### src/rtl/pipe_addsub_nbits_if.sv
// Operand/result handshake bundle for the chunked add/subtract pipeline.
// The master side supplies operands and consumes results.
interface pipe_addsub_nbits_if #(
  parameter int WIDTH = 32
);
  logic             flush;
  logic             in_valid;
  logic             in_ready;
  logic [WIDTH-1:0] a;
  logic [WIDTH-1:0] b;
  logic             ci;
  logic             sub;
  logic             out_valid;
  logic             out_ready;
  logic [WIDTH-1:0] s;
  logic             co;
  logic             ov;
  logic             zero;
  logic             neg;

  modport master (
    output flush, in_valid, a, b, ci, sub, out_ready,
    input  in_ready, out_valid, s, co, ov, zero, neg
  );

  modport slave (
    input  flush, in_valid, a, b, ci, sub, out_ready,
    output in_ready, out_valid, s, co, ov, zero, neg
  );
endinterface

### src/rtl/pipe_addsub_nbits.sv
// WIDTH-bit add/subtract split into STAGES chunks, one chunk summed per stage,
// with the chunk carry registered between stages and ALU flags at the output.
module pipe_addsub_nbits #(
  parameter int WIDTH  = 32,
  parameter int STAGES = 4
) (
  input  logic                clk,
  input  logic                rst_n,
  pipe_addsub_nbits_if.slave  bus
);
  localparam int CHUNK = WIDTH / STAGES;
  localparam int LAST  = STAGES - 1;

  function automatic logic [CHUNK:0] add_chunk(input logic [CHUNK-1:0] x,
                                               input logic [CHUNK-1:0] y,
                                               input logic             cin);
    return {1'b0, x} + {1'b0, y} + {{CHUNK{1'b0}}, cin};
  endfunction

  function automatic logic [WIDTH-1:0] put_chunk(input logic [WIDTH-1:0] w,
                                                 input logic [CHUNK-1:0] c,
                                                 input int               idx);
    w[idx*CHUNK +: CHUNK] = c;
    return w;
  endfunction

  logic advance;

  // Stage inputs: opa carries finished low result chunks plus untouched high chunks of a
  logic [WIDTH-1:0] opa_in  [STAGES];
  logic [WIDTH-1:0] opb_in  [STAGES];
  logic             cy_in   [STAGES];
  logic             zr_in   [STAGES];
  logic             vld_in  [STAGES];
  logic [CHUNK:0]   sum_c   [STAGES];
  logic [WIDTH-1:0] opa_nxt [STAGES];
  logic             zr_nxt  [STAGES];
  logic             ov_nxt;

  // Pipeline registers, index k holds the state after chunk k has been summed
  logic [WIDTH-1:0] opa_p [STAGES];
  logic [WIDTH-1:0] opb_p [STAGES];
  logic             cy_p  [STAGES];
  logic             zr_p  [STAGES];
  logic             vld_p [STAGES];
  logic             ov_p;

  for (genvar k = 0; k < STAGES; k++) begin : g_stage
    if (k == 0) begin : g_first
      assign opa_in[k] = bus.a;
      assign opb_in[k] = bus.sub ? ~bus.b : bus.b;
      assign cy_in[k]  = bus.sub | bus.ci;
      assign zr_in[k]  = 1'b1;
      assign vld_in[k] = bus.in_valid;
    end else begin : g_next
      assign opa_in[k] = opa_p[k-1];
      assign opb_in[k] = opb_p[k-1];
      assign cy_in[k]  = cy_p[k-1];
      assign zr_in[k]  = zr_p[k-1];
      assign vld_in[k] = vld_p[k-1];
    end

    assign sum_c[k]   = add_chunk(opa_in[k][k*CHUNK +: CHUNK],
                                  opb_in[k][k*CHUNK +: CHUNK], cy_in[k]);
    assign opa_nxt[k] = put_chunk(opa_in[k], sum_c[k][CHUNK-1:0], k);
    assign zr_nxt[k]  = zr_in[k] & ~(|sum_c[k][CHUNK-1:0]);
  end

  // Top chunk is still unsummed at the last stage, so opa_in still holds a's MSB
  assign ov_nxt = (opa_in[LAST][WIDTH-1] == opb_in[LAST][WIDTH-1]) &&
                  (sum_c[LAST][CHUNK-1] != opa_in[LAST][WIDTH-1]);

  assign advance = !vld_p[LAST] || bus.out_ready;

  always_ff @(posedge clk or negedge rst_n) begin
    if (!rst_n) begin
      for (int k = 0; k < STAGES; k++) vld_p[k] <= 1'b0;
    end else if (bus.flush) begin
      for (int k = 0; k < STAGES; k++) vld_p[k] <= 1'b0;
    end else if (advance) begin
      for (int k = 0; k < STAGES; k++) vld_p[k] <= vld_in[k];
    end
  end

  always_ff @(posedge clk) begin
    if (advance) begin
      for (int k = 0; k < STAGES; k++) begin
        opa_p[k] <= opa_nxt[k];
        opb_p[k] <= opb_in[k];
        cy_p[k]  <= sum_c[k][CHUNK];
        zr_p[k]  <= zr_nxt[k];
      end
      ov_p <= ov_nxt;
    end
  end

  // Output stage: data registers are unreset, so results are masked by valid
  assign bus.in_ready  = advance;
  assign bus.out_valid = vld_p[LAST];
  assign bus.s         = vld_p[LAST] ? opa_p[LAST] : '0;
  assign bus.co        = vld_p[LAST] & cy_p[LAST];
  assign bus.ov        = vld_p[LAST] & ov_p;
  assign bus.zero      = vld_p[LAST] & zr_p[LAST];
  assign bus.neg       = vld_p[LAST] & opa_p[LAST][WIDTH-1];
endmodule
### src/flat_wrapper.sv
// flat-port wrapper written by rule: the top's interface ports become plain ports
module pipe_addsub_nbits_flat 
#(
  parameter int WIDTH  = 32,
  parameter int STAGES = 4
)
  (clk, rst_n, bus_flush, bus_in_valid, bus_a, bus_b, bus_ci, bus_sub, bus_out_ready, bus_in_ready, bus_out_valid, bus_s, bus_co, bus_ov, bus_zero, bus_neg);
  pipe_addsub_nbits_if #(.WIDTH(WIDTH)) bus_i ();
  input  logic clk;
  input  logic rst_n;
  input wire logic [$bits(bus_i.flush)-1:0] bus_flush;
  input wire logic [$bits(bus_i.in_valid)-1:0] bus_in_valid;
  input wire logic [$bits(bus_i.a)-1:0] bus_a;
  input wire logic [$bits(bus_i.b)-1:0] bus_b;
  input wire logic [$bits(bus_i.ci)-1:0] bus_ci;
  input wire logic [$bits(bus_i.sub)-1:0] bus_sub;
  input wire logic [$bits(bus_i.out_ready)-1:0] bus_out_ready;
  output wire logic [$bits(bus_i.in_ready)-1:0] bus_in_ready;
  output wire logic [$bits(bus_i.out_valid)-1:0] bus_out_valid;
  output wire logic [$bits(bus_i.s)-1:0] bus_s;
  output wire logic [$bits(bus_i.co)-1:0] bus_co;
  output wire logic [$bits(bus_i.ov)-1:0] bus_ov;
  output wire logic [$bits(bus_i.zero)-1:0] bus_zero;
  output wire logic [$bits(bus_i.neg)-1:0] bus_neg;
  assign bus_i.flush = bus_flush;
  assign bus_i.in_valid = bus_in_valid;
  assign bus_i.a = bus_a;
  assign bus_i.b = bus_b;
  assign bus_i.ci = bus_ci;
  assign bus_i.sub = bus_sub;
  assign bus_i.out_ready = bus_out_ready;
  assign bus_in_ready = bus_i.in_ready;
  assign bus_out_valid = bus_i.out_valid;
  assign bus_s = bus_i.s;
  assign bus_co = bus_i.co;
  assign bus_ov = bus_i.ov;
  assign bus_zero = bus_i.zero;
  assign bus_neg = bus_i.neg;
  pipe_addsub_nbits #(.WIDTH(WIDTH), .STAGES(STAGES)) u_core (.clk(clk), .rst_n(rst_n), .bus(bus_i));
endmodule
### config.mk
export PLATFORM = sky130hd
export DESIGN_NAME = pipe_addsub_nbits_flat
export DESIGN_NICKNAME = d
export VERILOG_FILES = /design/src/rtl/pipe_addsub_nbits_if.sv /design/src/rtl/pipe_addsub_nbits.sv /design/src/flat_wrapper.sv
export SDC_FILE = /design/constraint.sdc
export NUM_CORES = 1
export LEC_CHECK = 0
export ABC_CLOCK_PERIOD_IN_PS = 13200
export CAP_MARGIN = 40
export CORE_MARGIN = 2
export CORE_UTILIZATION = 40
export CTS_CLUSTER_SIZE = 28
export DETAILED_ROUTE_END_ITERATION = 7
export GPL_TIMING_DRIVEN = 0
export PLACE_DENSITY_LB_ADDON = 0.15
export SLEW_MARGIN = 0
export SYNTH_ARGS = -nofsm -noshare
export SYNTH_HDL_FRONTEND = slang
export SYNTH_SLANG_ARGS = --single-unit
### constraint.sdc
create_clock -name clk -period 13.2 [get_ports clk]
set_clock_uncertainty 0.15 [all_clocks]
set_input_delay 3.96 -clock clk [delete_from_list [all_inputs] [get_ports clk]]
set_output_delay 3.96 -clock clk [all_outputs]
set_load 0.05 [all_outputs]
After elaboration in Yosys (flattened, before gate mapping)
Memories as Yosys holds them, arrays and structs flattened.
Cells that the tools add are included.
{"block": "totals", "reg_bits": 5, "ramBits": 264, "wordCells": 46, "mem_count": 4}
{"block": "op_classes", "n_addsub": 8, "n_eq_ne": 2, "muxes": 6, "n_bitwise": 13, "n_reduce_logical": 8}
{"memory": "u_core.opa_p", "depth": 4, "width": 32, "rd": 4, "rd_clocked_by_memory_dff": 0, "write_ports": 4, "line": "pipe_addsub_nbits.sv:41", "rtl": "logic [WIDTH-1:0] opa_p [STAGES];"}
{"memory": "u_core.opb_p", "depth": 4, "width": 32, "rd": 3, "rd_clocked_by_memory_dff": 0, "write_ports": 4, "line": "pipe_addsub_nbits.sv:42", "rtl": "logic [WIDTH-1:0] opb_p [STAGES];"}
{"memory": "u_core.cy_p", "depth": 4, "width": 1, "rd": 4, "rd_clocked_by_memory_dff": 0, "write_ports": 4, "line": "pipe_addsub_nbits.sv:43", "rtl": "logic cy_p [STAGES];"}
{"memory": "u_core.zr_p", "depth": 4, "width": 1, "rd": 4, "rd_clocked_by_memory_dff": 0, "write_ports": 4, "line": "pipe_addsub_nbits.sv:44", "rtl": "logic zr_p [STAGES];"}
{"cell": "$mux 32", "n": 2}
{"cell": "$add 8x8->9", "n": 4}
{"cell": "$add 9x1->9", "n": 4}
{"cell": "$not 32->32", "n": 1}
{"cell": "$reduce_or 8->1", "n": 4}
{"cell": "$mux 4", "n": 2}
{"cell": "$and 1x1->1", "n": 7}
{"cell": "$not 1->1", "n": 4}
{"cell": "$mux 1", "n": 2}
{"cell": "$reduce_bool 2->1", "n": 1}
{"cell": "$eq 1x1->1", "n": 1}
{"cell": "$logic_and 1x1->1", "n": 1}
{"cell": "$logic_not 1->1", "n": 1}
{"cell": "$logic_or 1x1->1", "n": 1}
{"cell": "$ne 1x1->1", "n": 1}
{"cell": "$or 1x1->1", "n": 1}

Longest topological paths before layout
{"block": "depth", "word_depth": 6, "mapped_depth": 11, "mapped_depth_nobuf": 9}

Worst setup path after synthesis
Ideal clock, no wire load.
{"block": "synth_timing", "path_kind": "input to output", "from": "input port bus_out_ready", "to": "output port bus_in_ready", "arrival_time_ps": 8015, "required_time_ps": 9090, "slack_ps": 1075, "path_stages": 3, "path_cell_list": "nor2b_1 > clkbuf_1 > inv_1"}
{"block": "synth_via", "elab_chain_len": 1}
{"item": "from (decl)", "line": "flat_wrapper.sv:17", "rtl": "input wire logic [$bits(bus_i.out_ready)-1:0] bus_out_ready;"}
{"item": "$logic_or 1x1->1", "line": "pipe_addsub_nbits.sv:73", "rtl": "assign advance = !vld_p[LAST] || bus.out_ready;"}
{"item": "to (decl)", "line": "flat_wrapper.sv:18", "rtl": "output wire logic [$bits(bus_i.in_ready)-1:0] bus_in_ready;"}
No other way between the ends.

Worst setup path in the final report
Ends and elaborated chain as after synthesis.

==> impl_metrics.py <==
metrics = {
    "status": {
        "status": "complete, no violations",
    },
    "power_and_ir_drop": {
        "p_per_area_nw_per_um2": 154.6,
        "vdd_drop_max_v": 0.00008512,
        "clock_power_share": 0.333,
        "internal_power_uw": 1141,
        "p_seq_frac": 0.556,
        "switchingPower_uw": 338.5,
        "combPwrFrac": 0.110,
        "switching_share": 0.2288,
        "finalPower_uw": 1480,
        "p_leak_uw": 0.003598,
    },
    "critical_path": {
        "cp-startpoint": "bus_out_ready",
        "regToRegSetupSlack_ns": 10.36,
        "rr_endpoint": "u_core.zr_p[2]",
        "startpoint_type": "input port",
        "path_max_fanout": 54,
        "r2r_start": "u_core.cy_p[1]",
        "worstPathArrival_ns": 5.94,
        "end_kind": "primary output",
        "critPathCapture": "bus_in_ready",
        "required_ns": 9.09,
        "path_class": "input port to primary output",
        "rr_worst_depth": 7,
    },
    "timing": {
        "setup_slack_ns": 3.146,
        "rsz0062_at_grt": "no",
        "slew_headroom": 0.5475,
        "fin_tns_setup_ns": 0,
        "worstMarginPinSlew_ns": 0.6788,
        "max_freq_mhz": 99.46,
        "timing.final.crit_share": 0.7617,
        "setup_violations": 0,
        "hold_viol": 0,
        "slew_viol_final": 0,
        "period_minus_slack_ns": 10.05,
    },
    "die": {
        "rows": 50,
        "die-area_sq_um": 20090,
        "die_w_um": 141.7,
        "core_area_sq_um": 18640,
        "pin_count": 109,
        "start_util": 0.4071,
        "die_h_um": 141.7,
    },
    "hold_path": {
        "hp-class": "flip-flop to flip-flop",
    },
    "run": {
        "cap_violations": 0,
    },
    "synth": {
        "ys_types": 38,
        "ys_ff_latch": 189,
        "async_reset_ff_frac": 0.02116,
        "synth.avg_cell_area_sq_um": 17.06,
        "syn_inst": 445,
        "ys_seq_area_frac": 0.7451,
        "syn_area_sq_um": 7590,
        "synth_edf_count": 185,
        "syn_nets": 552,
        "synthFlopType": "edfxtp_1",
        "synth_warnings": 0,
    },
    "clocking": {
        "cts_hold_buf": 0,
        "cts_root_buffer": "clkbuf_16",
        "max-clock-path-buffers": 2,
        "cts_tree": "yes",
        "h-tree-depth": 4,
        "insertion_delay_ns": 0.42,
        "cts_resized": 0,
        "cts.sinks": 189,
        "tritoncts.num_buffers": 17,
        "post_cts_buffers": 0,
        "clk_pin_slew_ns": 0.07,
    },
    "finish": {
        "finish.net_count": 679,
        "drive_gt1_frac": 0.07179,
        "syn2layout_area_growth_pct": 26.11,
        "n_antenna_cell": 0,
    },
    "drt": {
        "vias_per_cell": 4.711,
        "drcViolationCount": 0,
        "drt_wl_total_um": 11330,
        "first_pass_iters": 4,
        "ant_nets": 0,
        "wl_per_cell_um": 13.83,
        "vias": 3858,
        "drt_iter0_drc": 251,
    },
    "grt": {
        "grt_max_degree": 134,
        "antenna_found_initial": 0,
        "grt_pass1_vias": 3858,
        "track_usage": 0.1183,
        "grt_pass1_wl_um": 18180,
        "overflow": 0,
    },
    "placed_design": {
        "hpwl_um": 7725,
        "dpl_worst_slack_ns": 3.111,
        "port_buffers": 107,
        "place_congestion": 0.8473,
    },
}
## cell families (layout without fill, tap and decap cells)
group | count (synthesis) | count (layout) | share of synthesized area
multiplexers | 3 | 3 | 0.003957
flip-flops | 189 | 189 | 0.7451
AO/OA/AOI/OAI | 56 | 56 | 0.04699
XOR/XNOR | 50 | 50 | 0.05770
AND/OR/NAND/NOR | 89 | 89 | 0.06710
adder cells (fa/ha/maj) | 36 | 36 | 0.06726
buffers and inverters | 22 | 162 | 0.01187
## flip-flops by register name, summed over array words and instances (netlist names)
signal,flops
u_core.bus.out_valid,1
u_core.cy_p,4
u_core.opa_p,128
u_core.opb_p,48
u_core.ov_p,1
u_core.vld_in,3
u_core.zr_p,4
## power by group through the flow
| stage | sequential [uW] | clock [uW] | combinational (uW) |
|---|---|---|---|
| floorplan | 828 | 0 | 112 |
| global placement | 833 | 0 | 158 |
| detailed placement | 838 | 0 | 163 |
| CTS | 825 | 508 | 164 |
| global route | 835 | 531 | 183 |
| finish | 823 | 493 | 163 |
## worst max-delay path: stages
cell	delay [ns]
clkdlybuf4s50_1	0.46
nor2b_1	0.05
clkbuf_1	0.23
inv_8	0.35
clkdlybuf4s50_1	0.88
## per-layer routing
layer | vias up | track usage | routed length, um
li1 | 1916 | - | -
met1 | 1839 | 0.1329 | 4638
met2 | 84 | 0.2098 | 5998
met3 | 19 | 0.02835 | 403
met4 | 0 | 0.06053 | 285
met5 | - | 0 | 0
## Yosys cell counts, types with 2 or more instances
master / count / area share
edfxtp_1: 185 / 0.73
xor2_1: 40 / 0.046
and2_1: 36 / 0.030
ha_1: 28 / 0.046
a21oi_1: 16 / 0.011
nor2_1: 16 / 0.0079
o21ai_0: 14 / 0.0092
inv_1: 13 / 0.0064
xnor2_1: 10 / 0.012
fa_1: 8 / 0.021
nand2_1: 8 / 0.0040
nand2b_1: 6 / 0.0049
clkbuf_1: 5 / 0.0025
nor3_1: 5 / 0.0033
nor4_1: 5 / 0.0041
o21a_1: 5 / 0.0049
a211oi_1: 4 / 0.0040
a21o_1: 4 / 0.0040
dfrtp_1: 4 / 0.013
buf_2: 3 / 0.0020
mux2i_1: 3 / 0.0040
nand3b_1: 3 / 0.0030
o31a_1: 3 / 0.0035
a21oi_2: 2 / 0.0023
nor2b_1: 2 / 0.0016
nor4b_1: 2 / 0.0023
o31ai_1: 2 / 0.0020
or2_2: 2 / 0.0016
or4_1: 2 / 0.0020
## through the flow
stage          area, sq um  hold WS, ns  std cells  utilization
4_1_cts               9572       0.2651        819       0.5134
3_5_place_dp          8989       0.2545        787       0.4821
6_report              9572       0.2661        819       0.5134
3_3_place_gp          8954       0.2504        786       0.4803
2_1_floorplan         7590       0.2503        445            -
5_1_grt               9572       0.2667        819       0.5134
## cell usage in the layout, fill, tap and decap left out, types with 3 or more instances in the layout
master / count
and2_1: 36
mux2i_1: 3
clkbuf_16: 17
nand3b_1: 3
clkdlybuf4s50_1: 107
o31a_1: 3
clkbuf_1: 6
o21ai_0: 14
nor3_1: 5
ha_1: 28
clkinv_4: 6
nand2b_1: 6
a21o_1: 4
nor4_1: 5
inv_8: 6
a211oi_1: 4
o21a_1: 5
xnor2_1: 10
inv_1: 12
fa_1: 8
nand2_1: 8
nor2_1: 16
buf_2: 3
dfrtp_1: 4
edfxtp_1: 185
xor2_1: 40
a21oi_1: 16
## final cells by class
cell class                      instances  area (sq um)
Buffer                                  9         41.29
Clock buffer                           18         429.2
Clock inverter                         14         153.9
Fill cell                            1540          9071
Inverter                               13         56.30
Multi-Input combinational cell        234          1844
Sequential cell                       189          5655
Tap cell                              234         292.8
Timing Repair Buffer                  108          1099
## worst min path at each step
stage                   startpoint                   to  slack (ns)  depth (start not counted)
6_report       u_core.opa_p[0][24]  u_core.opa_p[1][24]        0.27                          0
5_1_grt        u_core.opb_p[1][24]  u_core.opb_p[2][24]        0.27                          0
3_3_place_gp    u_core.opa_p[2][4]   u_core.opa_p[3][4]        0.25                          0
2_1_floorplan   u_core.opa_p[0][0]   u_core.opa_p[1][0]        0.25                          0
4_1_cts        u_core.opb_p[1][24]  u_core.opb_p[2][24]        0.27                          0
3_5_place_dp   u_core.opa_p[0][16]  u_core.opa_p[1][16]        0.25                          0
(Power assumes the default switching activity.)
